**src/rtl/mem_bank_ctrl.sv**
```systemverilog
// Single-port memory bank with valid/ready requests, byte-lane writes, 1-cycle read response
// and a one-word-per-cycle hardware clear. Define MEM_PARITY_EN for per-lane even parity.
module mem_bank_ctrl #(
    parameter int DW    = 32,
    parameter int DEPTH = 16,
    parameter int AW    = (DEPTH > 1) ? $clog2(DEPTH) : 1
) (
    input  logic            clk,
    input  logic            reset,
    input  logic            req_valid,
    output logic            req_ready,
    input  logic            req_we,
    input  logic [AW-1:0]   req_addr,
    input  logic [DW-1:0]   req_wdata,
    input  logic [DW/8-1:0] req_be,
    input  logic            clr_start,
`ifdef MEM_PARITY_EN
    input  logic            err_inject,
    output logic            parity_err,
`endif
    output logic            busy,
    output logic            rsp_valid,
    output logic [DW-1:0]   rsp_rdata
);
    localparam int NB = DW / 8;
    localparam logic [0:0] ST_CLEAR = 1'b0;
    localparam logic [0:0] ST_RUN   = 1'b1;

    generate
        if ((DW % 8) != 0 || DW == 0) begin : g_dw_chk
            $error("mem_bank_ctrl: DW must be a non-zero multiple of 8");
        end
    endgenerate

    logic [0:0]    state_q, state_d;
    logic [AW-1:0] cnt_q, cnt_d;
    logic          rsp_valid_q, rsp_valid_d;
    logic [DW-1:0] rsp_rdata_q, rsp_rdata_d;
    logic [DW-1:0] mem_q [DEPTH];

    logic          hs, in_range, wr_en;
    logic [AW-1:0] wr_idx;
    logic [DW-1:0] wr_data, rd_word;

    // Power-of-two depth can never be addressed out of range.
    generate
        if (DEPTH == (2 ** AW)) begin : g_full
            assign in_range = 1'b1;
        end else begin : g_part
            assign in_range = (req_addr < AW'(DEPTH));
        end
    endgenerate

    assign req_ready = (state_q == ST_RUN) && !reset;
    assign busy      = (state_q == ST_CLEAR) || reset;
    assign hs        = req_valid && req_ready;
    assign rd_word   = in_range ? mem_q[req_addr] : '0;
    assign rsp_valid = rsp_valid_q;
    assign rsp_rdata = rsp_rdata_q;

`ifdef MEM_PARITY_EN
    logic [NB-1:0] par_q [DEPTH];
    logic [NB-1:0] wr_par, rd_par;
    logic          parity_err_q, parity_err_d;

    function automatic logic [NB-1:0] lane_par(input logic [DW-1:0] w);
        logic [NB-1:0] p;
        for (int i = 0; i < NB; i++) p[i] = ^w[8*i +: 8];
        return p;
    endfunction

    assign rd_par     = in_range ? par_q[req_addr] : '0;
    assign parity_err = parity_err_q;
`endif

    always_comb begin
        state_d     = state_q;
        cnt_d       = cnt_q;
        rsp_valid_d = 1'b0;
        rsp_rdata_d = rsp_rdata_q;
        wr_en       = 1'b0;
        wr_idx      = req_addr;
        wr_data     = rd_word;
`ifdef MEM_PARITY_EN
        wr_par       = rd_par;
        parity_err_d = 1'b0;
`endif
        if (state_q == ST_CLEAR) begin
            wr_en   = 1'b1;
            wr_idx  = cnt_q;
            wr_data = '0;
`ifdef MEM_PARITY_EN
            wr_par  = '0;
`endif
            if (cnt_q == AW'(DEPTH - 1)) state_d = ST_RUN;
            else                         cnt_d   = cnt_q + 1'b1;
        end else begin
            // The request accepted alongside clr_start still completes.
            if (hs && req_we) begin
                wr_en = in_range;
                for (int i = 0; i < NB; i++) begin
                    if (req_be[i]) begin
                        wr_data[8*i +: 8] = req_wdata[8*i +: 8];
`ifdef MEM_PARITY_EN
                        wr_par[i] = (^req_wdata[8*i +: 8]) ^ err_inject;
`endif
                    end
                end
            end else if (hs) begin
                rsp_valid_d = 1'b1;
                rsp_rdata_d = rd_word;
`ifdef MEM_PARITY_EN
                parity_err_d = in_range && (lane_par(rd_word) != rd_par);
`endif
            end
            if (clr_start) begin
                state_d = ST_CLEAR;
                cnt_d   = '0;
            end
        end
        if (reset) begin
            state_d     = ST_CLEAR;
            cnt_d       = '0;
            rsp_valid_d = 1'b0;
            rsp_rdata_d = '0;
            wr_en       = 1'b0;
`ifdef MEM_PARITY_EN
            parity_err_d = 1'b0;
`endif
        end
    end

    always_ff @(posedge clk) begin
        state_q     <= state_d;
        cnt_q       <= cnt_d;
        rsp_valid_q <= rsp_valid_d;
        rsp_rdata_q <= rsp_rdata_d;
        if (wr_en) mem_q[wr_idx] <= wr_data;
`ifdef MEM_PARITY_EN
        parity_err_q <= parity_err_d;
        if (wr_en) par_q[wr_idx] <= wr_par;
`endif
    end
endmodule
```
**config.mk**
```make
export PLATFORM = sky130hd
export DESIGN_NAME = mem_bank_ctrl
export DESIGN_NICKNAME = d
export VERILOG_FILES = /design/src/rtl/mem_bank_ctrl.sv
export SDC_FILE = /design/constraint.sdc
export NUM_CORES = 1
export LEC_CHECK = 0
export ABC_AREA = 0
export BUFFER_PORTS_ARGS = -buffer_cell sky130_fd_sc_hd__buf_2
export CORE_ASPECT_RATIO = 1.5
export CORE_UTILIZATION = 45
export DETAILED_ROUTE_END_ITERATION = 8
export PLACE_DENSITY = 0.67
export SYNTH_ARGS = -nofsm -noshare
export SYNTH_HDL_FRONTEND = slang
export SYNTH_SLANG_ARGS = --single-unit
```
**constraint.sdc**
```tcl
create_clock -name clk -period 7.7 [get_ports clk]
set_clock_uncertainty 0.2 [all_clocks]
set_input_delay 1.155 -clock clk [delete_from_list [all_inputs] [get_ports clk]]
set_output_delay 1.155 -clock clk [all_outputs]
set_load 0.05 [all_outputs]
```
==> Yosys cells after proc, flatten, opt, wreduce, memory -nomap -nowiden <==
Memories as Yosys holds them, arrays and structs flattened.
Cells that the tools add are included.
{ "op_classes": {"muxes": 19, "bitwise": 2, "n_addsub": 1, "n_reduce_logical": 8, "eq_ne": 3} }
{ "op_table": {"columns": ["operator", "count"], "rows": [
  ["$mux 32", 2],
  ["$mux 8", 4],
  ["$mux 4", 4],
  ["$mux 1", 9],
  ["$add 4x1->4 const B", 1],
  ["$eq 4x4->1 const B", 1],
  ["$ne 2x2->1 const B", 2],
  ["$logic_and 1x1->1", 3],
  ["$reduce_and 3->1", 1],
  ["$reduce_or 3->1", 1],
  ["$not 1->1", 2],
  ["$reduce_and 2->1", 1],
  ["$logic_not 1->1", 1],
  ["$logic_or 1x1->1", 1]
]} }
{ "totals": {"mem_count": 1, "inputBits": 45, "out_inout_bits": 35, "wordCells": 38, "mem_bits_rw": 512, "ff_bits": 38} }
{ "mem_list": {"columns": ["name", "words", "width", "read_ports", "rd_ports_with_merged_regs", "wr", "line", "text"], "rows": [
  ["mem_q", 16, 32, 1, 0, 1, "39", "logic [DW-1:0] mem_q [DEPTH];"]
]} }

==> Longest topological paths before layout <==
{ "logic_depth": {"word_depth": 9, "ltp_mapped": 8} }

==> Worst setup path after synthesis <==
No wires, ideal clock.
{ "synth_path": {"path_kind": "input port to flip-flop", "start": "in req_addr[1]", "end": "mem mem_q[2][0] (enable)", "required_ns": 7.079, "path_slack_ns": 3.674, "setup_ns": 0.421, "cell_stages": 6, "t_arrival_ns": 3.405, "cell_sequence": "buf_2 -> buf_1 -> nand4_1 -> a21oi_1 -> nand2_1 -> nor2_1"} }
{ "synth_between": {"elab_chain_len": 1} }
{ "synth_rtl": {"columns": ["element", "line", "text"], "rows": [
  ["from (decl)", "13", "input logic [AW-1:0] req_addr,"],
  ["$mux 4", "88", "if (state_q == ST_CLEAR) begin"],
  ["to (decl)", "39", null]
]} }
No other way between the ends.

==> Final worst setup path <==
{ "layout_path": {"start": "in req_addr[1]", "end": "mem mem_q[2][30], data pin"} }
{ "layout_between": {"elab_chain_len": 4} }
{ "layout_rtl": {"columns": ["element", "line", "text"], "rows": [
  ["$mem_v2 16x32 *", null, null],
  ["$mux 8", "102", "if (req_be[i]) begin"],
  ["$mux 32 *", "99", "if (hs && req_we) begin"],
  ["$mux 32 *", "88", null],
  ["net wr_data[30]", "43", "logic [DW-1:0] wr_data, rd_word;"]
]} }
Mark *: on every way through the listed nets, which the timed path passes. The rest lies on a longest branch.

==> metrics.md <==
| Metric | Value |
|---|---|
| Status | completed |
| Post-route minimum period | 4.37 ns |
| PostCTS Resize Cnt | 0 |
| Antenna-violating nets left | 0 |
| WP data required | 7.79 ns |
| Syn avg cell area | 17.6 µm² |
| Post-Syn Area | 0.0215 mm² |
| H-tree Lvls | 2 |
| Die Y | 270 µm |
| Clock Root Buffer | clkbuf_16 |
| Largest net degree at the start of global routing | 66 |
| First-pass GRT wire length | 74,300 µm |
| Crit path DAT | 4.46 ns |
| Area delta synth->final | 12.5% |
| Total Power | 5880 µW |
| Core Region | 0.0470 mm² |
| Dpl hpwl | 27,700 µm |
| Reg power frac | 55.5% |
| P_sw | 1200 µW |
| GR Util met1 | 26.6% |
| Most common cell after layout, fill and taps aside | edfxtp_1 |
| RSZ-0062 raised after global routing | false |
| Starting density of the core | 45.9% |
| Met2 usage | 36.4% |
| Hold WS | 0.295 ns |
| Layout cells sized above 1 | 18.5% |
| Synth cell types | 41 |
| CP bufs+invs | 4 |
| PwrDens | 242 mW/mm² |
| CTS sink count | 550 |
| Met3 Usage GRT | 2.75% |
| Int Pwr | 4670 µW |
| Gr busiest metal | met2 |
| Gpl congestion | 0.756 |
| Final Setup Violations | 0 |
| Setup crit start kind | primary input |
| Switch share | 20.5% |
| Overall routing resource usage | 20.9% |
| CTS tree | yes |
| Max-Cap Viols | 0 |
| Post-layout nets | 1,362 |
| Vias in the first global route | 11,657 |
| Crit-path max cell delay | 0.67 ns |
| Initial antenna violation count | 0 |
| Via count | 11,656 |
| Post-synthesis instance total | 1,221 |
| Slew Viols, Final | 0 |
| Fmax | 0.229 GHz |
| Ys async rst share | 0% |
| # IOs | 80 |
| CTS Buf Count | 48 |
| Crit Path Class | in2reg |
| Most used cell, CP | buf_4 |
| Row count | 97 |
| Clock slew seen by the registers of the worst setup and hold paths | 0.06 ns |
| Post-cts hold buffer count | 0 |
| DR DRC count | 0 |
| Mapped Nets | 1,267 |
| Final hold violations | 0 |
| Clock power share | 39.7% |
| Seq cells post-synth | 550 |
| Post-synth EDFFs | 512 |
| Die Wd | 181 µm |
| Setup TNS | 0 ns |
| Tcrit/Tclk final | 56.8% |
| Routed WL per cell | 26.2 µm |
| Sequential cell area fraction in the yosys report | 74.9% |
| Top FF cell, synth | edfxtp_1 |
| Slowest CP cell | buf_4 |
| GR Overflow Total | 0 |
| CP Cell Sequence | buf_2 > buf_4 > nor2b_4 > buf_4 > a222oi_1 > a2bb2oi_1 > o21ai_0 > clkbuf_2 |
| Commonest non-fill, non-tap cells in the layout | edfxtp_1, mux2i_1, buf_2, nor2_1, clkbuf_16 |
| Ys Warns | 0 |
| # Post-CTS Setup Buffers | 0 |
| Slew HR | 31.2% |
| Initial drt markers | 1,205 |
| Comb power frac | 4.7% |
| Type of the tightest min-delay check | reg2reg |
| Final WL | 51,000 µm |
| DIE AREA | 0.0488 mm² |
| Slew @ Worst Pin | 1.03 ns |
| ANT cells | 0 |
| Clock Latency Late Sink | 0.57 ns |
| Worst-path maximum fanout | 47 |
| Worst vdd ir | 0.142 mV |
| I/O Buffers | 79 |
| CP endpoint kind | flop |
| Static Leak | 0.00864 µW |
| Initial DRT Pass Iterations | 5 |
| Maximum root-to-sink buffer count | 3 |
| Delay-heaviest family, CP | buffers and inverters |
| Post-DR vias/cell | 5.98 |
power groups by stage:
stage	logic [µW]	registers (µW)	clock network, µW
after floorplan	196	3330	0
after global placement	275	3330	0
after detailed placement	279	3330	0
after CTS	279	3260	2360
after global routing	296	3260	2470
final	278	3260	2330
metal layers:
metal	routed length [µm]	up-vias
met2	26100	496
met4	1650	0
met5	0	-
met3	3370	102
li1	-	5120
met1	19900	5938
sequential cells by signal (all words and copies together) (netlist names):
signal     flops
mem_q        512
rsp_rdata     32
state_q        1
cnt_q          4
rsp_valid      1
cells by family (layout without fill, tap and decap cells):
group / count (synthesis) / after routing / synth area share (%)
flip-flops: 550 / 550 / 74.9
multiplexers: 225 / 225 / 12.3
AO/OA/AOI/OAI: 211 / 211 / 7.48
AND/OR/NAND/NOR: 147 / 147 / 2.90
buffers and inverters: 87 / 222 / 2.32
adder cells (fa/ha/maj): 1 / 1 / 0.0581
stage by stage:
step	setup slack, ns	utilization (%)	cells	area [µm²]
6_report	3.33	51.6	1950	24200
5_1_grt	3.14	51.6	1950	24200
4_1_cts	3.13	51.6	1948	24200
3_5_place_dp	2.56	48.3	1858	22700
3_3_place_gp	2.79	48.3	1858	22700
2_1_floorplan	3.67	-	1221	21500
path summary, 6_finish.rpt:
kind | start | to | slack [ns] | depth (start not counted)
worst min register to register | rsp_rdata[18]$_SDFFE_PP0P_ | rsp_rdata[18]$_SDFFE_PP0P_ | 0.30 | 2
worst max-delay path | req_addr[1] | mem_q[2][30]$_DFFE_PP_ | 3.33 | 8
worst max register to register | state_q$_SDFF_PP0_ | rsp_rdata[17]$_SDFFE_PP0P_ | 4.11 | 5
worst min-delay path | rsp_rdata[18]$_SDFFE_PP0P_ | rsp_rdata[18]$_SDFFE_PP0P_ | 0.30 | 2
final cells by class:
cell class | instances | area [µm²]
Clock inverter | 22 | 166
Fill cell | 3696 | 22700
Timing Repair Buffer | 124 | 744
Clock buffer | 68 | 1370
Tap cell | 594 | 743
Sequential cell | 550 | 16100
Inverter | 8 | 30.0
Multi-Input combinational cell | 584 | 5040
Yosys cell counts, types with 2 or more instances:
master / n / area share [%]
and2_1: 2 / 0.058
buf_1: 9 / 0.16
buf_4: 18 / 0.63
mux2i_1: 193 / 9.0
dfxtp_1: 38 / 3.5
a221o_1: 31 / 1.4
a31oi_1: 6 / 0.17
clkbuf_4: 2 / 0.070
clkbuf_1: 27 / 0.47
nand2_1: 37 / 0.64
buf_2: 12 / 0.28
nor3_1: 2 / 0.046
nor2b_1: 4 / 0.12
edfxtp_1: 512 / 71
nor2_1: 84 / 1.5
nor3b_1: 3 / 0.10
inv_1: 7 / 0.12
a2bb2oi_1: 31 / 1.3
and3_1: 4 / 0.12
a21o_1: 2 / 0.070
nand2b_1: 4 / 0.12
mux4_2: 32 / 3.3
a211oi_2: 4 / 0.23
a21oi_1: 37 / 0.86
o21ai_0: 30 / 0.70
o21ai_1: 6 / 0.14
a222oi_1: 32 / 1.5
a211oi_1: 29 / 1.0
buf_6: 11 / 0.58
tightest hold or removal path, delay by kind of cell, from the launching register on:
| kind | cells | cell delay (ns) |
|---|---|---|
| AND/OR/NAND/NOR | 1 | 0.09 |
| AO/OA/AOI/OAI | 1 | 0.05 |
| flip-flops | 1 | 0.31 |
(Power assumes the default switching activity.)
